$ cat config.mk
export PLATFORM = sky130hd
export DESIGN_NAME = mem_seq
export DESIGN_NICKNAME = d
export VERILOG_FILES = /design/src/rtl/mem_seq_pkg.sv /design/src/rtl/mem_seq.sv
export SDC_FILE = /design/constraint.sdc
export NUM_CORES = 1
export LEC_CHECK = 0
export BUFFER_PORTS_ARGS = -buffer_cell sky130_fd_sc_hd__buf_2
export CORE_UTILIZATION = 46
export CTS_CLUSTER_SIZE = 10
export DETAILED_ROUTE_END_ITERATION = 16
export GPL_TIMING_DRIVEN = 0
export HOLD_SLACK_MARGIN = 0.08
export PLACE_DENSITY = 0.72
export SLEW_MARGIN = 20
export SYNTH_ARGS = -nofsm -noshare
export SYNTH_HDL_FRONTEND = slang
export SYNTH_SLANG_ARGS = --single-unit
$ cat constraint.sdc
create_clock -name clk -period 3.1 [get_ports clk]
set_clock_uncertainty 0.1 [all_clocks]
set_input_delay 0.62 -clock clk [delete_from_list [all_inputs] [get_ports clk]]
set_output_delay 0.62 -clock clk [all_outputs]
set_load 0.03 [all_outputs]
$ cat src/rtl/mem_seq_pkg.sv
// mem_seq_pkg: shared state encoding and default memory geometry for the block-transfer sequencer
package mem_seq_pkg;

    localparam int DATA_WIDTH_DEF = 8;
    localparam int ADDR_BITS_DEF  = 5;

    localparam logic [2:0] ST_IDLE    = 3'd0;
    localparam logic [2:0] ST_WRITE   = 3'd1;
    localparam logic [2:0] ST_RD_ADDR = 3'd2;
    localparam logic [2:0] ST_RD_DATA = 3'd3;
    localparam logic [2:0] ST_DONE    = 3'd4;

    typedef enum logic [2:0] {
        IDLE    = ST_IDLE,
        WRITE   = ST_WRITE,
        RD_ADDR = ST_RD_ADDR,
        RD_DATA = ST_RD_DATA,
        DONE    = ST_DONE
    } state_t;

endpackage

$ cat src/rtl/mem_seq.sv
// mem_seq: block-transfer sequencer between valid/ready streams and a 1-cycle registered-read memory
module mem_seq
    import mem_seq_pkg::*;
#(
    parameter int DATA_WIDTH = DATA_WIDTH_DEF,
    parameter int ADDR_BITS  = ADDR_BITS_DEF
) (
    input  logic                  clk,
    input  logic                  rst,
    input  logic                  start,
    input  logic                  cmd_write,
    input  logic [ADDR_BITS-1:0]  cmd_base,
    input  logic [ADDR_BITS:0]    cmd_len,
    input  logic [DATA_WIDTH-1:0] s_data,
    input  logic                  s_valid,
    output logic                  s_ready,
    output logic [DATA_WIDTH-1:0] m_data,
    output logic                  m_valid,
    input  logic                  m_ready,
    output logic                  busy,
    output logic                  done,
    output logic [ADDR_BITS-1:0]  mem_addr,
    output logic [DATA_WIDTH-1:0] mem_wdata,
    output logic                  mem_wen,
    input  logic [DATA_WIDTH-1:0] mem_rdata
);

    localparam logic [ADDR_BITS:0] ONE = 1;

    state_t                state_q, state_d;
    logic [ADDR_BITS:0]    count_q, count_d;
    logic [ADDR_BITS:0]    len_q, len_d;
    logic [ADDR_BITS-1:0]  base_q, base_d;
    logic [ADDR_BITS-1:0]  mem_addr_q, mem_addr_d;
    logic [DATA_WIDTH-1:0] mem_wdata_q, mem_wdata_d;
    logic                  mem_wen_q, mem_wen_d;
    logic                  m_valid_q, m_valid_d;
    logic                  s_ready_q, s_ready_d;
    logic                  busy_q, busy_d;
    logic                  done_q, done_d;

    logic [ADDR_BITS:0]    count_inc;
    logic                  last_beat;
    logic [ADDR_BITS-1:0]  addr_cur;
    logic [ADDR_BITS-1:0]  addr_next;
    logic                  w_acc;
    logic                  r_acc;

    // The address counter keeps one extra bit so a full-depth length is representable;
    // only the low bits feed the address, which gives the mod-depth wrap for free.
    assign count_inc = count_q + ONE;
    assign last_beat = (count_q == len_q - ONE);
    assign addr_cur  = base_q + count_q[ADDR_BITS-1:0];
    assign addr_next = base_q + count_inc[ADDR_BITS-1:0];
    assign w_acc     = (state_q == WRITE) && s_valid && s_ready_q;
    assign r_acc     = (state_q == RD_DATA) && m_valid_q && m_ready;

    // Next-state, counter and memory-port decisions; status outputs follow the next state.
    always_comb begin
        state_d     = state_q;
        count_d     = count_q;
        len_d       = len_q;
        base_d      = base_q;
        mem_addr_d  = mem_addr_q;
        mem_wdata_d = mem_wdata_q;
        mem_wen_d   = 1'b0;
        case (state_q)
            IDLE: begin
                if (start) begin
                    base_d  = cmd_base;
                    len_d   = cmd_len;
                    count_d = '0;
                    state_d = (cmd_len == '0) ? DONE : (cmd_write ? WRITE : RD_ADDR);
                    if (!cmd_write && cmd_len != '0)
                        mem_addr_d = cmd_base;
                end
            end
            WRITE: begin
                if (w_acc) begin
                    mem_wen_d   = 1'b1;
                    mem_addr_d  = addr_cur;
                    mem_wdata_d = s_data;
                    count_d     = count_inc;
                    state_d     = last_beat ? DONE : WRITE;
                end
            end
            RD_ADDR: state_d = RD_DATA;
            RD_DATA: begin
                if (r_acc) begin
                    count_d = count_inc;
                    state_d = last_beat ? DONE : RD_ADDR;
                    if (!last_beat)
                        mem_addr_d = addr_next;
                end
            end
            DONE:    state_d = IDLE;
            default: state_d = IDLE;
        endcase
        s_ready_d = (state_d == WRITE);
        m_valid_d = (state_d == RD_DATA);
        busy_d    = (state_d != IDLE);
        done_d    = (state_d == DONE);
    end

    // State and registered outputs; reset aborts any transfer immediately.
    always_ff @(posedge clk or posedge rst) begin
        if (rst) begin
            state_q     <= IDLE;
            count_q     <= '0;
            len_q       <= '0;
            base_q      <= '0;
            mem_addr_q  <= '0;
            mem_wdata_q <= '0;
            mem_wen_q   <= 1'b0;
            m_valid_q   <= 1'b0;
            s_ready_q   <= 1'b0;
            busy_q      <= 1'b0;
            done_q      <= 1'b0;
        end else begin
            state_q     <= state_d;
            count_q     <= count_d;
            len_q       <= len_d;
            base_q      <= base_d;
            mem_addr_q  <= mem_addr_d;
            mem_wdata_q <= mem_wdata_d;
            mem_wen_q   <= mem_wen_d;
            m_valid_q   <= m_valid_d;
            s_ready_q   <= s_ready_d;
            busy_q      <= busy_d;
            done_q      <= done_d;
        end
    end

    assign s_ready   = s_ready_q;
    assign m_valid   = m_valid_q;
    assign m_data    = mem_rdata;
    assign busy      = busy_q;
    assign done      = done_q;
    assign mem_addr  = mem_addr_q;
    assign mem_wdata = mem_wdata_q;
    assign mem_wen   = mem_wen_q;

endmodule

==> run_results.csv <==
group,metric,value,unit
synthesis,synth-simple-area-share,14.9,%
route,dr.first_iter.drc_count,103,
die,core,4380,sq um
cells_and_area,final_cell_area,2540,sq um
critical_path,r2r_start,"state_q[0]$_DFF_PP0_",
sta,finalCriticalPeriod,2.79,ns
critical_path,r2r_setup_slack,0.31,ns
route,drc_errors,0,
die,dieArea,4840,sq um
route,viasPerCell,5.20,
synthesis,yosys_warnings,0,
synthesis,yosysSeqAreaShare,45.3,%
die,die_y,69.5,um
pwr,total_power,0.00266,W
cells_and_area,diodes,0,
grt,grt_use_total,19.2,%
sta,slew_headroom,48.3,%
route,drt-pass1-iter-count,4,
critical_path,cp-end-kind,"flop",
cts,cts_hold_buf,0,
synthesis,synth_cells,195,
synthesis,async_reset_ff_share,100,%
grt,overflow,0,
critical_path,critical_path_buf_inv_count,2,
die,start_util,47.9,%
cts,cts_num_sinks,38,
sta,rsz0062_at_grt,"false",
cts,clk_pin_slew,0.07,ns
critical_path,cp_cell_sequence,"clkbuf_1 -> nor2b_1 -> clkbuf_1 -> nand3_1 -> xnor2_1 -> ha_1 -> a21o_1 -> a21oi_1 -> xnor3_1 -> o21ai_0 -> mux2_2",
cts,clock_latency,0.29,ns
critical_path,start_kind,"flop",
route,ant_nets,0,
synthesis,synth_compound_area_share,11.4,%
cells_and_area,drive_gt1_share,38.2,%
critical_path,r2r_cells,11,
die,die_x,69.5,um
cts,htreeDepth,2,
place,hpwl,3140,um
critical_path,reg2reg_to,"mem_addr[4]$_DFFE_PP0P_",
place,port_buffers,50,
synthesis,netlist_top_cells_area,"dfrtp_1 45%, mux2_2 12%, nand2_1 4.1%",
sta,setup-tns-final,0,ns
cts,cts_buffer_depth,2,
synthesis,ys.flop_type,"dfrtp_1",
synthesis,synth_fa_ha_area_share,4.53,%
synthesis,netlist.area_leader.share,45.3,%
critical_path,cp_top_family,"buffers and inverters",
sta,fin_hold_ws,0.132,ns
critical_path,path_class,"reg -> reg",
job,drv_cap,0,
cells_and_area,fin_nets,293,
critical_path,worstPathMaxFanout,9,
min_path,hp-class,"in -> async",
synthesis,synth_top_family_by_area,"simple AND/OR/NAND/NOR gates",
sta,fin_crit_sh,89.9,%
sta,slew_violations,0,
route,vias,1592,
synthesis,synth_top_cell_by_area,"dfrtp_1",
cts,cts_resized,0,
critical_path,cp.required,3.18,ns
cells_and_area,syn2layout_area_growth,21.2,%
grt,antenna_found_initial,0,
pwr,cellPowerDensity,1040,nW/um^2
pwr,leakagePower,1.22,nW
sta,tightest_slew,0.767,ns
synthesis,synth_cell_types,37,
synthesis,avgSynthCellArea,10.8,sq um
synthesis,synthXorXnorAreaFrac,6.50,%
cts,cts_tree,"done",
critical_path,crit_arrival,2.86,ns
route,post_drt_wl_per_cell,13.6,um
pwr,ir_drop,0.553,mV
synthesis,syn_area,2100,sq um
die,ios,59,
place,placed_cell_area,2430,sq um
cts,cts_buffers,5,
sta,hold_viol,0,
cts,cts_setup_buffers,0,
sta,setup_viol,0,
synthesis,muxShareOfSynthArea,12.3,%
synthesis,synth_edf_count,0,
grt,grt_pass1_wl,7290,um
critical_path,critical-path-max-stage-delay,0.34,ns
route,drt_wl_total,4150,um
cts,clock-root-buffer,"clkbuf_8",
sta,fmax,359,MHz
status,status,"finished, final reports clean",
grt,grt_pass1_vias,1581,
synthesis,synth_seq_cells,38,
die,fp-row-count,24,
critical_path,cp_slowest_cell,"ha_1",
place,gp_congestion,0.811,
synthesis,syn-num-nets,235,
grt,grt_max_degree,31,
critical_path,crit_path_frequent_cell,"clkbuf_1",
final cells by class:
type,instances,area [sq um]
multi-input cells,137,1040
repair buffers,51,270
clock inverters,3,40.0
flip-flops and latches,38,951
clock buffers,5,68.8
fillers,385,1840
plain buffers,15,86.3
inverters,5,18.8
well taps,52,65.1
power by group:
part | internal (W) | leakage, nW | switching [W]
combinational | 0.000605 | 0.688 | 0.000793
clock | 0.000237 | 0.0579 | 0.000174
sequential | 0.000692 | 0.477 | 0.000156
synth_stat cells (2+ instances only):
cell / instances
nand2_1: 23
o31ai_1: 6
xor2_1: 5
nor2_1: 6
and2_1: 2
dfrtp_1: 38
mux2_2: 23
a21oi_1: 4
nand3b_1: 2
ha_1: 6
nor3_2: 2
nor3_1: 3
nand4b_1: 2
nand2b_1: 3
a21o_1: 5
xnor2_1: 8
clkbuf_1: 7
nand3_1: 8
buf_4: 8
o21ai_0: 13
inv_1: 5
per-stage QoR:
stage / utilization (%) / instances / worst slack, ns
after floorplan: - / 195 / 0.600
after global placement: 55.1 / 297 / 0.309
after global routing: 58.0 / 306 / 0.139
after detailed placement: 55.5 / 298 / 0.312
after CTS: 58.0 / 306 / 0.280
final: 58.0 / 306 / 0.314
placed cells by master, fill, tap and decap left out, types with 3 or more instances in the layout:
cell,count
nor3_1,3
o31ai_1,6
inv_1,4
o21ai_0,13
nand2_1,23
xnor2_1,8
a21o_1,5
nand2b_1,3
mux2_2,23
ha_1,6
dfrtp_1,38
xor2_1,5
clkbuf_1,7
buf_2,50
nand3_1,8
a21oi_1,4
nor2_1,6
buf_4,8
clkbuf_8,5
sequential cells by signal, indices dropped and copies added, names as in the netlist:
| register | count |
|---|---|
| base_q | 5 |
| busy | 1 |
| count_q | 6 |
| done | 1 |
| len_q | 6 |
| m_valid | 1 |
| mem_addr | 5 |
| mem_wdata | 8 |
| mem_wen | 1 |
| s_ready | 1 |
| state_q | 3 |
kinds of logic (layout without fill, tap and decap cells):
group                    Yosys count  in the layout
buffers and inverters             20             79
flip-flops                        38             38
AO/OA/AOI/OAI                     35             35
multiplexers                      23             23
adder cells (fa/ha/maj)            7              7
AND/OR/NAND/NOR                   58             58
XOR/XNOR                          14             14
worst max path at each step:
stage / from / end / slack [ns] / cells after the start
after floorplan: state_q[2]$_DFF_PP0_ / mem_addr[4]$_DFFE_PP0P_ / 0.60 / 9
after global placement: state_q[0]$_DFF_PP0_ / mem_addr[4]$_DFFE_PP0P_ / 0.31 / 11
after detailed placement: state_q[0]$_DFF_PP0_ / mem_addr[4]$_DFFE_PP0P_ / 0.31 / 11
after CTS: state_q[0]$_DFF_PP0_ / mem_addr[4]$_DFFE_PP0P_ / 0.28 / 11
after global routing: state_q[0]$_DFF_PP0_ / mem_addr[4]$_DFFE_PP0P_ / 0.14 / 11
final: state_q[0]$_DFF_PP0_ / mem_addr[4]$_DFFE_PP0P_ / 0.31 / 11
worst register-to-register path, delay by kind of cell, from the launching register on:
kind,cells,cell delay [ns]
xor gates and xnor gates,2,0.33
adders and majority gates,1,0.34
buffers and inverters,2,0.56
and+or+nand+nor,2,0.31
AOI/OAI and AO/OA,3,0.43
muxes,1,0.27
DFF,1,0.33
layer usage:
metal  vias to the layer above  wire [um]  track usage (%)
li1                        798          -                -
met1                       742       2020             26.2
met2                        45       1880             30.0
met3                         7        186             4.36
met4                         0         55             6.80
met5                         -          0                0
(Power assumes the default switching activity.)
